**src/rtl/smem_ingress_arbiter.sv**
```systemverilog
// smem_ingress_arbiter
//   Round-robin arbiter that shares the single pe_mesh smem ingress FIFO among
//   N_REQ packet sources (host loader, DMA, debug injector, config ROM).
//   A requester that holds req_lock keeps the grant so its burst stays
//   contiguous. If a lock holder goes empty for too long, a watchdog releases
//   the lock and sets a sticky error flag.
//
// Ports
//   clk              clock
//   rst              asynchronous reset, active low
//   req_empty        per-requester FIFO empty flags
//   req_rdata        per-requester FIFO head packets
//   req_lock         per-requester "keep grant after this packet"
//   req_deq          per-requester dequeue strobe (one-hot or zero)
//   out_full         smem ingress FIFO full
//   out_enq          enqueue strobe to smem ingress FIFO
//   out_wdata        packet to smem ingress FIFO
//   grant_id         current or most recently granted requester
//   locked           arbiter is holding a locked burst
//   lock_timeout_err sticky flag, set when the watchdog forces a release
module smem_ingress_arbiter #(
  parameter int N_REQ        = 4,
  parameter int PKT_W        = 64,
  parameter int LOCK_TIMEOUT = 64
) (
  input  logic                           clk,
  input  logic                           rst,
  input  logic [N_REQ-1:0]               req_empty,
  input  logic [N_REQ-1:0][PKT_W-1:0]    req_rdata,
  input  logic [N_REQ-1:0]               req_lock,
  output logic [N_REQ-1:0]               req_deq,
  input  logic                           out_full,
  output logic                           out_enq,
  output logic [PKT_W-1:0]               out_wdata,
  output logic [$clog2(N_REQ)-1:0]       grant_id,
  output logic                           locked,
  output logic                           lock_timeout_err
);

  localparam int IW = $clog2(N_REQ);
  localparam int TW = $clog2(LOCK_TIMEOUT) + 1;

  typedef enum logic {IDLE, LOCKED} state_t;

  state_t          state, state_nxt;
  logic [IW-1:0]   rr_ptr;
  logic [IW-1:0]   gsel;
  logic [IW-1:0]   cand;
  logic [TW-1:0]   timer, timer_nxt;
  logic            stage_valid;
  logic [PKT_W-1:0] stage_data;
  logic            found;
  logic            stage_accept;
  logic            transfer;
  logic            err_set;

  // One-entry output stage; it refills in the same cycle it drains, which
  // keeps throughput at one packet per cycle.
  assign out_enq      = stage_valid & ~out_full;
  assign out_wdata    = stage_data;
  assign stage_accept = ~stage_valid | out_enq;
  assign locked       = (state == LOCKED);

  // Grant selection. The loop runs from the farthest candidate to the
  // nearest one, so the requester closest after rr_ptr wins.
  always_comb begin
    gsel  = grant_id;
    cand  = '0;
    found = 1'b0;
    if (state == LOCKED) begin
      found = ~req_empty[grant_id];
    end else begin
      for (int i = N_REQ; i >= 1; i--) begin
        cand = IW'((int'(rr_ptr) + i) % N_REQ);
        if (!req_empty[cand]) begin
          gsel  = cand;
          found = 1'b1;
        end
      end
    end
  end

  // Gate on rst so no requester loses a packet while reset holds the stage.
  assign transfer = rst & found & stage_accept;

  always_comb begin
    req_deq = '0;
    if (transfer) req_deq[gsel] = 1'b1;
  end

  // Next-state logic and lock watchdog. The timer runs only while the holder
  // is empty. A holder that is non-empty but stalled by out_full is making
  // progress, so the timer does not count for it.
  always_comb begin
    state_nxt = state;
    timer_nxt = timer;
    err_set   = 1'b0;
    case (state)
      IDLE: begin
        timer_nxt = '0;
        if (transfer && req_lock[gsel]) state_nxt = LOCKED;
      end
      LOCKED: begin
        if (transfer) begin
          timer_nxt = '0;
          if (!req_lock[gsel]) state_nxt = IDLE;
        end else if (req_empty[grant_id]) begin
          if (timer == TW'(LOCK_TIMEOUT - 1)) begin
            state_nxt = IDLE;
            timer_nxt = '0;
            err_set   = 1'b1;
          end else begin
            timer_nxt = timer + TW'(1);
          end
        end
      end
      default: state_nxt = IDLE;
    endcase
  end

  // State, pointer and stage registers. Reset drops any packet held in the
  // stage and releases an active lock.
  always_ff @(posedge clk or negedge rst) begin
    if (!rst) begin
      state            <= IDLE;
      timer            <= '0;
      rr_ptr           <= IW'(N_REQ - 1);
      grant_id         <= '0;
      stage_valid      <= 1'b0;
      stage_data       <= '0;
      lock_timeout_err <= 1'b0;
    end else begin
      state            <= state_nxt;
      timer            <= timer_nxt;
      lock_timeout_err <= lock_timeout_err | err_set;
      if (transfer) begin
        rr_ptr      <= gsel;
        grant_id    <= gsel;
        stage_valid <= 1'b1;
        stage_data  <= req_rdata[gsel];
      end else if (out_enq) begin
        stage_valid <= 1'b0;
      end
    end
  end

endmodule

```
**config.mk**
```make
export PLATFORM = sky130hd
export DESIGN_NAME = smem_ingress_arbiter
export DESIGN_NICKNAME = d
export VERILOG_FILES = /design/src/rtl/smem_ingress_arbiter.sv
export SDC_FILE = /design/constraint.sdc
export NUM_CORES = 1
export LEC_CHECK = 0
export ABC_AREA = 1
export CAP_MARGIN = 25
export CORE_MARGIN = 4
export CORE_UTILIZATION = 40
export DETAILED_ROUTE_END_ITERATION = 7
export PLACE_DENSITY = 0.9
export SETUP_SLACK_MARGIN = 0.3
export SYNTH_ARGS = -nofsm -noshare
export SYNTH_HDL_FRONTEND = slang
export SYNTH_SLANG_ARGS = --single-unit
```
**constraint.sdc**
```tcl
create_clock -name clk -period 2.35 [get_ports clk]
set_input_delay 0.235 -clock clk [delete_from_list [all_inputs] [get_ports clk]]
set_output_delay 0.235 -clock clk [all_outputs]
set_load 0.01 [all_outputs]
```
==> metrics <==
status finished, violations left; failing checks negative setup slack; element type at the critical path end flip-flop; Max IR drop VDD between 0.9 and 1 mV; hold path start out_wdata[56]; Reg2Reg Launch Point rr_ptr[0]; crit path from rr_ptr[0]; worst-skew pair later-pin latency around 0.35 ns; unrepaired setup endpoints after global routing true; Critical Path Stages 13; Die Ht around 130 um; # nets final between 1,500 and 2,000; Vias 8,374; post-synthesis xor/xnor area fraction less than 1%; mux contribution to synthesized area 0%; die width between 100 and 150 um; most frequent cells in the layout clkdlybuf4s50_1 (334), nand2_1 (292), inv_1 (195); Worst Path Arrival 2.66 ns; Synth warnings 0; dominant synthesized flop cell dfrtp_1; Worst EP required ~2.6 ns; largest net degree at the start of global routing 96; simple-gate share of the synthesized area between 40 and 50%; initial antenna violation count 0; final worst slack -0.0331 ns; Max stage delay on crit path between 0.5 and 0.6 ns; detailed placement HPWL around 18,000 um; Die Area roughly 17,000 sq um; Hold Path Class reg2reg; post-layout min period 2.38 ns; skew final between 0.006 and 0.007 ns; Setup violations, final 8; drt total wl around 29,000 um; first-pass iteration count of the detailed router 5; compound-cell area share of the yosys netlist slightly below 6%; pre-CTS WS -0.273 ns; Max Slew Vio Count 0; Seq cells post-synth 78; Tot GR Track Use between 20% and 30%; startpoint types flip-flop; Leakage around 5.7 nW; Yosys cell types 34; RD Place Congestion around 0.87; DRT iter0 DRCs 754; IO Count 340; Sinks on Clock Net between 70 and 80; final hold viol count 0; Post-synth EDFFs 0; input/output buffers 339; Post-Synth Adder-Cell Area less than 1%; P per Cell Area 1620 nW/um^2; CP max stage cell dfstp_2; share of cells above drive strength 1 12.6%; row count 45; Max-Cap Viols 0; Post-synth ARST share 100%; vias in the first global route 7,549; Core Util, Final approximately three quarters; final hold slack slightly below 0.5 ns; sequential area share after synthesis a little under a third; synthesized area per cell 6.19 sq um; Root Buffer clkbuf_16; critical-path cell list buf_12 -> inv_12 -> nand2_4 -> nand2_4 -> buf_4 -> nand3_1 -> nand4_4 -> buf_4 -> buf_12 -> nor2_4 -> buf_12 -> nand3_1 -> nand3_1; Post-Syn Instances between 900 and 1,000; Via density ~5.4; number of routed nets with antenna violations 0; Max Root-Sink Buffers 2; syn_nets 1,261; worst-margin pin slew just under 0.7 ns; Initial Util 40.6%; Worst slew margin 55.2%; first-pass GRT wire length around 40,000 um; Period Utilization, post-route 101%; DRC Markers 0; total gr overflow 0; leading cell type in the layout, fill and taps excluded clkdlybuf4s50_1; crit-path max FO 37; largest family of logic cells by synthesized area simple AND/OR/NAND/NOR gates; WS Path Type reg2reg; CTS buffer count 9; Buf/Inv on CP 6; Worst R2R Path Depth 13; Max Fclk ~420 MHz; crit-path leading delay family buffers and inverters; CTS tree yes; ant diodes 0; Core ar. about 15,000 sq um; wire per inst 18.6 um; synthesized cell area 6140 sq um; WHS Path Cells 2; htree depth 3; Area Overhead vs Synth 83.5%; CTS clk-pin slew, worst paths around 0.06 ns
## flip-flops by register name, summed over array words and instances (netlist names)
register and flops:
rr_ptr 2, grant_id 2, out_wdata 64, locked 1, timer 7, lock_timeout_err 1
stage_valid 1
## metrics by stage
stage / instance area, sq um / cells / TNS, ns / power, mW
global route: 11300 / 1549 / -4.60 / 19.4
detailed placement: 9810 / 1492 / -10.86 / 12.2
finish: 11300 / 1549 / -0.110 / 18.3
CTS: 10500 / 1523 / 0 / 15.2
global placement: 9810 / 1492 / -8.93 / 12.0
floorplan: 6190 / 993 / 0 / 8.65
## metal layers
layer / vias up / global-route usage (%) / wire length (um)
met5: - / 0 / 0
met4: 0 / 10.2 / 1370
met3: 111 / 7.33 / 2770
met2: 562 / 49.2 / 14400
met1: 3885 / 33.3 / 10400
li1: 3816 / - / -
## report_power, final
group          switching [mW]  leakage, nW  internal, mW  total (mW)
Combinational            7.59         4.57          6.81        14.4
Clock                   0.593        0.146         0.881        1.47
Sequential              0.421        0.967          2.00        2.42
Total                    8.60         5.68          9.69        18.3
## timing repair
| action | CTS | global route |
|---|---|---|
| hold buffers | 1 | 0 |
| setup endpoints to repair | 81 | 81 |
| pin swaps | 17 | 26 |
| gates cloned | 5 | 16 |
| gates resized for setup | 72 | 64 |
| setup buffers | 9 | 10 |
| endpoints found under the hold margin | 28 | 0 |
## worst paths after layout
path	end	slack (ns)
max	out_wdata[5]	-0.03
min	out_wdata[56]	0.48
max reg2reg	out_wdata[5]	-0.03
min reg2reg	out_wdata[56]	0.48
max in group asynchronous	out_wdata[61]	0.73
min in group asynchronous	timer[4]	0.59
## logic make-up after synthesis
kind of cell,count (synthesis)
flip-flops,78
adder cells (fa/ha/maj),1
buffers and inverters,264
AND/OR/NAND/NOR,596
AO/OA/AOI/OAI,51
XOR/XNOR,3
## cell usage after synthesis (4+ instances only)
master    instances  area (sq um)
buf_2            22           110
nand3_1         205          1030
inv_1           198           743
nor2_1           11          41.3
dfrtp_1          76          1900
buf_1             6          22.5
nand2_2           5          31.3
o211ai_1         35           263
clkbuf_1         16          60.1
nand2_1         330          1240
a21oi_1           4          20.0
buf_6             5          56.3
nand3b_1         35           263
buf_4            13          97.6
## worst min-delay path: stages (launching register included)
cell and delay, ns:
dfrtp_1 0.34, nand2_1 0.05, nand3_1 0.05
## final cells by class
type | instances | area (sq um)
inverter | 202 | 778
clock buffer | 13 | 260
fill | 1067 | 3870
timing repair buffer | 413 | 4560
clock inverter | 3 | 42.5
sequential | 78 | 1950
tap | 188 | 235
multi-input combinational | 652 | 3450
Power figures use the tool's default switching activity.
